$ cat config.mk
export PLATFORM = sky130hd
export DESIGN_NAME = ard00_ref_seq
export DESIGN_NICKNAME = d
export VERILOG_FILES = /design/src/rtl/ard00_ref_seq.sv
export SDC_FILE = /design/constraint.sdc
export NUM_CORES = 1
export LEC_CHECK = 0
export BUFFER_PORTS_ARGS = -buffer_cell sky130_fd_sc_hd__buf_2
export CORE_MARGIN = 1
export CORE_UTILIZATION = 35
export CTS_BUF_LIST = sky130_fd_sc_hd__clkbuf_8
export CTS_CLUSTER_SIZE = 14
export DETAILED_ROUTE_END_ITERATION = 10
export GPL_TIMING_DRIVEN = 0
export PLACE_DENSITY_LB_ADDON = 0.05
export SLEW_MARGIN = 20
export SYNTH_ARGS = -nofsm -noshare
export SYNTH_HDL_FRONTEND = slang
export SYNTH_SLANG_ARGS = --single-unit
$ cat constraint.sdc
create_clock -name clk -period 3.8 [get_ports clk]
set_clock_uncertainty 0.05 [all_clocks]
set_input_delay 0.19 -clock clk [delete_from_list [all_inputs] [get_ports clk]]
set_output_delay 0.19 -clock clk [all_outputs]
set_load 0.03 [all_outputs]
$ cat src/rtl/ard00_ref_seq.sv
// Power-up sequencer and trim controller for the ARD00 bandgap/reference macro.
// Owns macro enable, slew-limited bandgap trim, test enables and refok supervision.
module ard00_ref_seq #(
  parameter int unsigned SETTLE_CYC   = 64,
  parameter int unsigned OK_DEBOUNCE  = 8,
  parameter int unsigned TIMEOUT_CYC  = 1024,
  parameter logic [6:0]  TRIM_DEFAULT = 7'h40
) (
  input  logic       clk,
  input  logic       rst,
  input  logic       start,
  input  logic [6:0] trim_in,
  input  logic       trim_ld,
  input  logic [1:0] test_mode,
  input  logic       refok,
  output logic       en,
  output logic [6:0] trimBG,
  output logic       ten_bg,
  output logic       ten_ref,
  output logic       ready,
  output logic       fault,
  output logic [2:0] state
);

  localparam int unsigned CMAX = (SETTLE_CYC > OK_DEBOUNCE) ? SETTLE_CYC : OK_DEBOUNCE;
  localparam int unsigned CW   = $clog2(CMAX + 1);
  localparam int unsigned TW   = $clog2(TIMEOUT_CYC + 1);

  typedef enum logic [2:0] {
    S_OFF     = 3'd0,
    S_SETTLE  = 3'd1,
    S_WAIT_OK = 3'd2,
    S_READY   = 3'd3,
    S_FAULT   = 3'd4
  } state_t;

  state_t        state_q, state_d;
  logic [CW-1:0] cnt_q, cnt_d;
  logic [TW-1:0] tmo_q, tmo_d;
  logic [6:0]    tgt_q, tgt_d;
  logic [6:0]    trim_q, trim_d;
  logic [1:0]    sync_q;
  logic          refok_s;
  logic          en_q, en_d;
  logic          ready_q, ready_d;
  logic          fault_q, fault_d;
  logic          ten_bg_q, ten_bg_d;
  logic          ten_ref_q, ten_ref_d;

  assign refok_s = sync_q[1];

  always_ff @(posedge clk or posedge rst) begin
    if (rst) begin
      sync_q    <= '0;
      state_q   <= S_OFF;
      cnt_q     <= '0;
      tmo_q     <= '0;
      tgt_q     <= TRIM_DEFAULT;
      trim_q    <= TRIM_DEFAULT;
      en_q      <= 1'b0;
      ready_q   <= 1'b0;
      fault_q   <= 1'b0;
      ten_bg_q  <= 1'b0;
      ten_ref_q <= 1'b0;
    end else begin
      sync_q    <= {sync_q[0], refok};
      state_q   <= state_d;
      cnt_q     <= cnt_d;
      tmo_q     <= tmo_d;
      tgt_q     <= tgt_d;
      trim_q    <= trim_d;
      en_q      <= en_d;
      ready_q   <= ready_d;
      fault_q   <= fault_d;
      ten_bg_q  <= ten_bg_d;
      ten_ref_q <= ten_ref_d;
    end
  end

  // cnt_q is shared: settle count, then high-debounce in WAIT_OK, then low-debounce in READY.
  always_comb begin
    state_d = state_q;
    cnt_d   = cnt_q;
    tmo_d   = '0;
    if (!start) begin
      state_d = S_OFF;
      cnt_d   = '0;
    end else begin
      case (state_q)
        S_OFF: begin
          state_d = S_SETTLE;
          cnt_d   = '0;
        end
        S_SETTLE: begin
          if (cnt_q == CW'(SETTLE_CYC - 1)) begin
            state_d = S_WAIT_OK;
            cnt_d   = '0;
          end else begin
            cnt_d = cnt_q + CW'(1);
          end
        end
        S_WAIT_OK: begin
          tmo_d = tmo_q + TW'(1);
          cnt_d = refok_s ? cnt_q + CW'(1) : '0;
          if (refok_s && cnt_q == CW'(OK_DEBOUNCE - 1)) begin
            state_d = S_READY;
            cnt_d   = '0;
            tmo_d   = '0;
          end else if (tmo_q == TW'(TIMEOUT_CYC - 1)) begin
            state_d = S_FAULT;
            cnt_d   = '0;
            tmo_d   = '0;
          end
        end
        S_READY: begin
          cnt_d = refok_s ? '0 : cnt_q + CW'(1);
          if (!refok_s && cnt_q == CW'(OK_DEBOUNCE - 1)) begin
            state_d = S_FAULT;
            cnt_d   = '0;
          end
        end
        S_FAULT: begin
          state_d = S_FAULT;
          cnt_d   = '0;
        end
        default: begin
          state_d = S_OFF;
          cnt_d   = '0;
        end
      endcase
    end
  end

  // Target bypass lets trim react on the same edge that captures trim_ld.
  always_comb begin
    tgt_d  = trim_ld ? trim_in : tgt_q;
    trim_d = trim_q;
    if (state_q == S_OFF) begin
      trim_d = tgt_d;
    end else if (!start) begin
      trim_d = trim_q;
    end else if (trim_q < tgt_d) begin
      trim_d = trim_q + 7'd1;
    end else if (trim_q > tgt_d) begin
      trim_d = trim_q - 7'd1;
    end
  end

  always_comb begin
    en_d      = (state_d != S_OFF);
    ready_d   = (state_d == S_READY);
    fault_d   = (state_d == S_FAULT);
    ten_bg_d  = (state_d == S_READY) && test_mode[0];
    ten_ref_d = (state_d == S_READY) && test_mode[1];
  end

  assign en      = en_q;
  assign trimBG  = trim_q;
  assign ten_bg  = ten_bg_q;
  assign ten_ref = ten_ref_q;
  assign ready   = ready_q;
  assign fault   = fault_q;
  assign state   = state_q;

endmodule
==> results.yml, run 1 <==
clock_network:
  clockRootBuffer: "clkbuf_8"
  numCtsBuffers: 5
  cts_tree: "done"
  post_cts_buffers: 0
  htree_levels: 2
  clock_sinks: 42
  clkTransAtPathRegs_ns: 0.08
  clock_latency_ns: 0.30
  clock_path_buffers: 2
yosys:
  ys_types: 46
  yosysSeqAreaShare: 0.4571
  syn_inst: 226
  synth_warnings: 0
  synthArstFlopShare: 1.000
  postSynthAreaPerCell_um2: 10.20
  syn-num-nets: 255
  syn_area_um2: 2305
  ys_dominant_reg_cell: "dfrtp_1"
  synth-edff-count: 0
  synth_seq_cells: 42
layout:
  multi_input_area_um2: 1179
  final_util: 0.4207
  most-common-layout-cells: "40 x dfrtp_1, 28 x buf_2, 24 x nand2_1, 19 x nor2_1, 14 x ha_1"
  layout.nets: 292
  drive_gt1_frac: 0.2576
  fillers: 650
  final_common_cell: "dfrtp_1"
  n_antenna_cell: 0
  stdcell_count: 341
  ff_latch_area_um2: 1054
  area_growth_pct: 15.91
timing:
  min_period_over_period: 0.8634
  slew_viol_final: 0
  setup_viol_count_final: 0
  tns_ns: 0
  slew_headroom: 0.5745
  tightest_slew_ns: 0.6334
  fmax_mhz: 304.8
  period_minus_slack_ns: 3.281
  hold_viol: 0
  rsz0062_at_grt: "false"
setup_path:
  critPathBufInv: 1
  worstPathRequired_ns: 3.98
  worst_setup_path_end_kind: "flop"
  path_delay_family: "adder cells"
  worstPathArrival_ns: 3.46
  worstSetupStartpointType: "flop"
  crit_type: "reg2reg"
  cp_slowest_cell: "dfstp_2"
  crit_chain: "mux2_2 > inv_1 > ha_1 > a21oi_1 > o21ai_0 > or2_1 > fa_1 > a211oi_1 > o21bai_1 > a21oi_1 > xnor2_1 > mux2i_1 > or2_1"
  slowest_delay_ns: 0.52
  worstPathMaxFanout: 7
grt:
  grt.overflow.total: 0
  grtUsageTotal: 0.1337
  grt_pass1_wl_um: 7300
  antenna_found_initial: 0
  grt_pass1_vias: 1569
  grt_max_degree: 24
routing:
  wl_um: 4261
  remaining_drc_errors: 0
  avgViaCountPerCell: 4.689
  drt-wirelength-per-cell_um: 12.50
  num_vias: 1599
  final_antenna_net_count: 0
  drt_iter0_markers: 35
  drtPass1Iterations: 4
placed_design:
  hpwl_um: 3183
  portBuffers: 27
  place_congestion: 0.6985
  dp.cells: 331
worst_hold_path:
  hp-class: "in2reg"
flow_run:
  cap_violations: 0
die:
  die_area_um2: 6913
  ios: 29
  core_area_um2: 6350
  start_util: 0.3630
  die_y_um: 83.15
  rows: 29
  chipWidth_um: 83.15
power:
  power.switching_uw: 620.6
  power_density_nw_per_um2: 598.2
  comb_power_share: 0.465
  switching_share: 0.3884
  p_seq_frac: 0.344
  ir_drop_mv: 0.3944
  internal_power_uw: 977.5
  total_leakage_power_uw: 0.001184
  clkPwrFrac: 0.191
outcome:
  outcome: "complete, no violations"
[kinds of logic (layout without fill, tap and decap cells)]
kind of cell | Yosys count | after routing | share of synthesized area
AOI/OAI and AO/OA | 36 | 36 | 0.09990
DFF | 42 | 42 | 0.4571
adders and majority gates | 15 | 15 | 0.08469
buffers and inverters | 17 | 55 | 0.03149
xor gates and xnor gates | 18 | 18 | 0.06840
muxes | 12 | 12 | 0.05592
and+or+nand+nor | 86 | 86 | 0.2025
[power groups by stage]
| stage | Sequential [uW] | Combinational (uW) | Clock (uW) |
|---|---|---|---|
| after floorplan | 622 | 531 | 0 |
| after global placement | 563 | 747 | 0 |
| after detailed placement | 561 | 749 | 0 |
| after CTS | 552 | 754 | 323 |
| after global routing | 559 | 829 | 337 |
| final | 550 | 743 | 305 |
[state kept, by name, indices dropped and copies added, names as in the netlist]
name / flops
tgt_q: 7
tmo_q: 11
en: 1
ready: 1
sync_q: 2
fault: 1
ten_bg: 1
state: 3
trimBG: 7
cnt_q: 7
ten_ref: 1
[Yosys cell counts (2+ instances only)]
master	count	share of area
a21oi_1	12	0.026
and2_1	2	0.0054
clkbuf_1	2	0.0033
dfrtp_1	40	0.43
dfstp_2	2	0.023
ha_1	14	0.076
inv_1	13	0.021
mux2_2	7	0.034
mux2i_1	5	0.022
nand2_1	24	0.039
nand2b_1	3	0.0081
nand3_1	10	0.022
nor2_1	19	0.031
nor2_2	10	0.027
nor2b_1	3	0.0081
nor3b_2	2	0.011
o21ai_0	8	0.017
o21ai_1	4	0.0087
or2_1	3	0.0081
xnor2_1	13	0.049
xor2_1	5	0.019
[through the flow]
step / power (uW) / instance area (um^2) / setup slack, ns / hold WS [ns]
final: 1598 / 2671 / 0.5190 / 0.04312
after global routing: 1726 / 2671 / 0.3235 / 0.02704
after CTS: 1629 / 2671 / 0.4591 / 0.03082
after detailed placement: 1310 / 2556 / 0.2053 / 0.1818
after global placement: 1309 / 2536 / 0.1933 / 0.2516
after floorplan: 1153 / 2305 / 0.6520 / 0.1714
[repair_timing]
item	CTS	global route
resized for setup	0	0
hold buffers	2	0
endpoints found under the hold margin	20	0
[area by class of cell]
class                           count  area share
Multi-Input combinational cell    167      0.4412
Buffer                              4    0.008899
Sequential cell                    42      0.3944
Inverter                           13     0.01827
Clock buffer                        6     0.03091
Clock inverter                      2    0.004684
Timing Repair Buffer               30     0.06557
Tap cell                           77     0.03607
[final timing paths]
kind | depth (start not counted) | endpoint | startpoint | slack [ns]
hold reg to reg | 0 | sync_q[1]$_DFF_PP0_ | sync_q[0]$_DFF_PP0_ | 0.31
setup reg to reg | 13 | trimBG[6]$_DFFE_PP1P_ | tgt_q[6]$_DFF_PP1_ | 0.52
setup / recovery | 13 | trimBG[6]$_DFFE_PP1P_ | tgt_q[6]$_DFF_PP1_ | 0.52
hold / removal | 2 | ten_bg$_DFF_PP0_ | test_mode[0] | 0.04
min in group asynchronous | 3 | tgt_q[1]$_DFF_PP0_ | rst | 0.39
max in group asynchronous | 4 | tgt_q[6]$_DFF_PP1_ | rst | 2.76
[layer usage]
metal  global-route usage  wire length (um)  vias up
li1                     -                 -      839
met1               0.1757              2116      732
met2               0.2094              1941       20
met3              0.03678               127        8
met4              0.05172                76        0
met5                    0                 0        -
No activity file was read; power rests on OpenSTA's default activity.
==> run 2, diff against run 1 <==
==> constraint.sdc (replaced) <==
create_clock -name clk -period 3 [get_ports clk]
set_clock_uncertainty 0.05 [all_clocks]
set_input_delay 0.15 -clock clk [delete_from_list [all_inputs] [get_ports clk]]
set_output_delay 0.15 -clock clk [all_outputs]
set_load 0.03 [all_outputs]
==> run 2 against run 1 <==
Against the previous run: design area increased by 7.1%; combinational power increased by 70%; critical endpoint is now trimBG[4]$_DFFE_PP0P_; hold slack better by 0.020 ns; power up 47%; wire length rose by 4.9%; die area unchanged; sequential power grew 29%; final cell count grew 2.9%.
==> results.yml, run 2 (synthesis results as in run 1) <==
clock_network:
  clock_latency_ns: 0.30
  numCtsBuffers: 5
  clkTransAtPathRegs_ns: 0.09
  clock_path_buffers: 2
  htree_levels: 2
  clock_sinks: 42
  clockRootBuffer: "clkbuf_8"
  cts_tree: "done"
die:
  core_area_um2: 6350
  chipWidth_um: 83.15
  die_y_um: 83.15
  start_util: 0.3630
  ios: 29
  die_area_um2: 6913
  rows: 29
placed_design:
  portBuffers: 27
  hpwl_um: 3213
  dp.cells: 331
  place_congestion: 0.6952
layout:
  area_growth_pct: 24.10
  n_antenna_cell: 0
  layout.nets: 302
  most-common-layout-cells: "40 x dfrtp_1, 28 x buf_2, 24 x nand2_1, 19 x nor2_1, 12 x xnor2_1"
  stdcell_count: 351
  largest_reg_flops: 11
  final_common_cell: "dfrtp_1"
  regMostFlops: "tmo_q"
  drive_gt1_frac: 0.3394
  fillers: 606
timing:
  period_minus_slack_ns: 2.873
  fmax_mhz: 348.0
  hold_viol: 0
  setup_viol_count_final: 0
  slew_viol_final: 0
  slew_headroom: 0.5804
  tns_ns: 0
  min_period_over_period: 0.9577
  tightest_slew_ns: 0.6245
routing:
  final_antenna_net_count: 0
  num_vias: 1683
  remaining_drc_errors: 0
  drtPass1Iterations: 4
  drt_iter0_markers: 27
  wl_um: 4469
  drt-wirelength-per-cell_um: 12.73
  avgViaCountPerCell: 4.795
power:
  switching_share: 0.3879
  clkPwrFrac: 0.162
  total_leakage_power_uw: 0.001256
  comb_power_share: 0.536
  power.switching_uw: 909.7
  p_seq_frac: 0.303
  internal_power_uw: 1435
  power_density_nw_per_um2: 819.8
  ir_drop_mv: 0.6644
flow_run:
  cap_violations: 0
worst_hold_path:
  whs_path_depth: 2
  hp-class: "in2reg"
setup_path:
  worstSetupStartpointType: "flop"
  reg2reg_depth: 14
  worstPathRequired_ns: 3.18
  crit_type: "reg2reg"
  worst_setup_path_end_kind: "flop"
  r2r_slack_ns: 0.13
  worstPathMaxFanout: 6
  worstPathArrival_ns: 3.06
grt:
  grt_pass1_vias: 1646
  grt.overflow.total: 0
  grtUsageTotal: 0.1381
  antenna_found_initial: 0
  grt_max_degree: 24
  grt_pass1_wl_um: 7672
outcome:
  outcome: "complete, no violations"
run 2: cell type report:
class                   count  area (um^2)  share of cell area
inverters                  13        48.80             0.01706
clock inverters             3        21.27            0.007437
multi-input cells         167         1284              0.4488
repair buffers             40        262.8             0.09186
plain buffers               4        25.02            0.008749
clock buffers               5        68.82             0.02406
well taps                  77        96.34             0.03368
flip-flops and latches     42         1054              0.3683
run 2: path summary, 6_finish.rpt:
kind	from	endpoint
setup / recovery	tgt_q[6]$_DFF_PP1_	trimBG[4]$_DFFE_PP0P_
hold / removal	trim_in[6]	tgt_q[6]$_DFF_PP1_
setup reg to reg	tgt_q[6]$_DFF_PP1_	trimBG[4]$_DFFE_PP0P_
hold reg to reg	sync_q[0]$_DFF_PP0_	sync_q[1]$_DFF_PP0_
max in group asynchronous	rst	trimBG[6]$_DFFE_PP1P_
min in group asynchronous	rst	tgt_q[1]$_DFF_PP0_
run 2: per-stage QoR:
stage	total power [uW]	util	hold WS, ns	cell area, um^2	setup slack [ns]
floorplan	1470	-	0.1314	2308	0.03976
global placement	1669	0.4000	0.2111	2540	-0.3206
detailed placement	1679	0.4043	0.1463	2567	-0.3149
CTS	2193	0.4353	0.06442	2764	0.0007170
global route	2509	0.4504	0.06152	2860	-0.01105
finish	2345	0.4504	0.06308	2860	0.1268
run 2: timing repair:
| action | 4_1_cts | 5_1_grt |
|---|---|---|
| pin swaps | 7 | 11 |
| hold buffers | 4 | 0 |
| resized for setup | 6 | 14 |
| hold endpoints to repair | 22 | 0 |
| setup buffers | 4 | 5 |
| setup endpoints to repair | 1 | 3 |
run 2: critical path, cell delays in order, from the launching register on:
cell and delay [ns]:
dfstp_2 0.53, mux2_4 0.16, inv_2 0.04, ha_4 0.22, a21oi_2 0.13, o21ai_2 0.08, or2_4 0.30, fa_2 0.36
buf_4 0.14, buf_4 0.13, a21o_1 0.15, a21oi_1 0.16, xnor2_1 0.14, mux2i_1 0.09, o21ai_1 0.13
run 2: power groups by stage:
stage          combinational [uW]  clock (uW)  sequential (uW)
5_1_grt                      1370         411              723
6_report                     1260         379              710
3_3_place_gp                  959           0              710
2_1_floorplan                 682           0              788
3_5_place_dp                  968           0              711
4_1_cts                      1090         395              706
run 2: per-layer routing:
layer / share of wire / wire length (um) / global-route usage
met5: 0 / 0 / 0
met3: 0.026 / 118 / 0.03380
met1: 0.47 / 2100 / 0.1773
met4: 0.017 / 74 / 0.05172
met2: 0.49 / 2176 / 0.2250
==> run 3, diff against run 2 <==
--- a/config.mk
+++ b/config.mk
@@ -5,7 +5,7 @@
 export SDC_FILE = /design/constraint.sdc
 export NUM_CORES = 1
 export LEC_CHECK = 0
-export BUFFER_PORTS_ARGS = -buffer_cell sky130_fd_sc_hd__buf_2
+export BUFFER_PORTS_ARGS = -buffer_cell sky130_fd_sc_hd__buf_4
 export CORE_MARGIN = 1
 export CORE_UTILIZATION = 35
 export CTS_BUF_LIST = sky130_fd_sc_hd__clkbuf_8
==> run 3 against run 2 <==
Against the previous run: sequential cell count did not move; design area rose by 0.39%; die area did not move; clock-buffer cell count rose by 1; power fell by 3.4%; via count fell by 2.4%; hold slack got worse by 0.052 ns; combinational power fell by 8%; sequential power rose by 1%; clock power rose by 1%; wire length barely moved; global-route usage rose by 0.55 points; critical path type unchanged.
==> results.yml, run 3 (synthesis results as in run 1) <==
power:
  total_leakage_power_uw: 0.001236
  power_density_nw_per_um2: 788.7
  ir_drop_mv: 0.5998
routing:
  avgViaCountPerCell: 4.759
  final_antenna_net_count: 0
  num_vias: 1642
  drtPass1Iterations: 4
  remaining_drc_errors: 0
  wl_um: 4473
  drt_iter0_markers: 42
  drt-wirelength-per-cell_um: 12.97
worst_hold_path:
  hp-class: "in2reg"
  min_from: "test_mode[0]"
layout:
  fillers: 607
  final_common_cell: "dfrtp_1"
  postLayoutCellArea_um2: 2872
  most-common-layout-cells: "40 x dfrtp_1, 30 x buf_4, 24 x nand2_1, 19 x nor2_1, 13 x xnor2_1"
  final_util: 0.4522
  largest_reg_flops: 11
  layout.nets: 296
  n_antenna_cell: 0
  drive_gt1_frac: 0.3209
  regMostFlops: "tmo_q"
  area_growth_pct: 24.59
timing:
  slew_viol_final: 0
  hold_viol: 0
  tns_ns: 0
  rsz0062_at_grt: "true"
  period_minus_slack_ns: 2.857
  fmax_mhz: 350.0
  slew_headroom: 0.6087
  holdWs_ns: 0.01116
  fin_ws_ns: 0.1426
  tightest_slew_ns: 0.5824
  setup_viol_count_final: 0
  min_period_over_period: 0.9525
die:
  start_util: 0.3630
  die_y_um: 83.15
  die_area_um2: 6913
  core_area_um2: 6350
  rows: 29
  ios: 29
  chipWidth_um: 83.15
outcome:
  outcome: "complete, no violations"
grt:
  grt.overflow.total: 0
  grtUsageTotal: 0.1435
  grt_pass1_vias: 1674
  grt_pass1_wl_um: 7831
  antenna_found_initial: 0
  grt_max_degree: 27
clock_network:
  clock_path_buffers: 2
  clock_sinks: 42
  numCtsBuffers: 5
  clkTransAtPathRegs_ns: 0.08
  htree_levels: 2
  clock_latency_ns: 0.29
  cts_tree: "done"
  clockRootBuffer: "clkbuf_8"
setup_path:
  crit_chain: "mux2_4 > inv_2 > ha_4 > a21oi_2 > o21ai_2 > or2_4 > fa_2 > a211oi_2 > o21bai_1 > a21oi_1 > xnor2_1 > mux2i_1 > or2_1"
  setup.worst_path.start: "tgt_q[6]$_DFF_PP1_"
  worstPathMaxFanout: 5
  crit_type: "reg2reg"
  path_delay_family: "compound AO/OA/AOI/OAI gates"
  worstSetupStartpointType: "flop"
  slowest_delay_ns: 0.52
  worstPathArrival_ns: 3.04
  cp_slowest_cell: "dfstp_2"
  worst_setup_path_end_kind: "flop"
  critPathBufInv: 1
  reg2reg_from: "tgt_q[6]$_DFF_PP1_"
  worstPathRequired_ns: 3.18
placed_design:
  hpwl_um: 3240
  portBuffers: 27
  place_congestion: 0.7459
  place_ws_ns: -0.3198
  place_area_um2: 2628
flow_run:
  cap_violations: 0
-- run 3: metrics by stage --
stage | power (uW) | instances
after global routing | 2459 | 345
after global placement | 1698 | 330
after CTS | 2250 | 345
after detailed placement | 1708 | 331
final | 2265 | 345
after floorplan | 1470 | 226
-- run 3: area by class of cell --
type | instances | area [um^2] | area share
multi-input combinational | 167 | 1277 | 0.4449
tap | 77 | 96.34 | 0.03355
buffer | 4 | 25.02 | 0.008715
inverter | 13 | 48.80 | 0.01699
timing repair buffer | 34 | 275.3 | 0.09586
sequential | 42 | 1054 | 0.3669
clock buffer | 6 | 82.58 | 0.02876
clock inverter | 2 | 12.51 | 0.004357
-- run 3: report_power, final --
part	leakage (uW)	total (uW)	internal [uW]	switching, uW
combinational	0.000644	1160	588	575
clock	0.0000472	384	185	199
sequential	0.000545	718	631	87.1
-- run 3: timing repair --
action	CTS	global route
hold buffers	3	0
hold endpoints to repair	18	0
endpoints found under the setup margin	1	2
buffers inserted	3	0
gates resized for setup	8	10
pin swaps	8	11
-- run 3: metal layers --
layer | global-route usage | vias to the layer above | part of all wire
met3 | 0.03877 | 4 | 0.027
met1 | 0.1867 | 781 | 0.48
met2 | 0.2340 | 14 | 0.48
met4 | 0.04232 | 0 | 0.0083
met5 | 0 | - | 0
li1 | - | 843 | -
-- run 3: path summary, 6_finish.rpt --
path / cells after the start / to / slack [ns]
max in group asynchronous: 4 / trimBG[6]$_DFFE_PP1P_ / 2.02
worst max-delay path: 13 / trimBG[6]$_DFFE_PP1P_ / 0.14
worst max register to register: 13 / trimBG[6]$_DFFE_PP1P_ / 0.14
worst min register to register: 0 / sync_q[1]$_DFF_PP0_ / 0.31
min in group asynchronous: 3 / tmo_q[2]$_DFF_PP0_ / 0.34
worst min-delay path: 2 / ten_bg$_DFF_PP0_ / 0.01
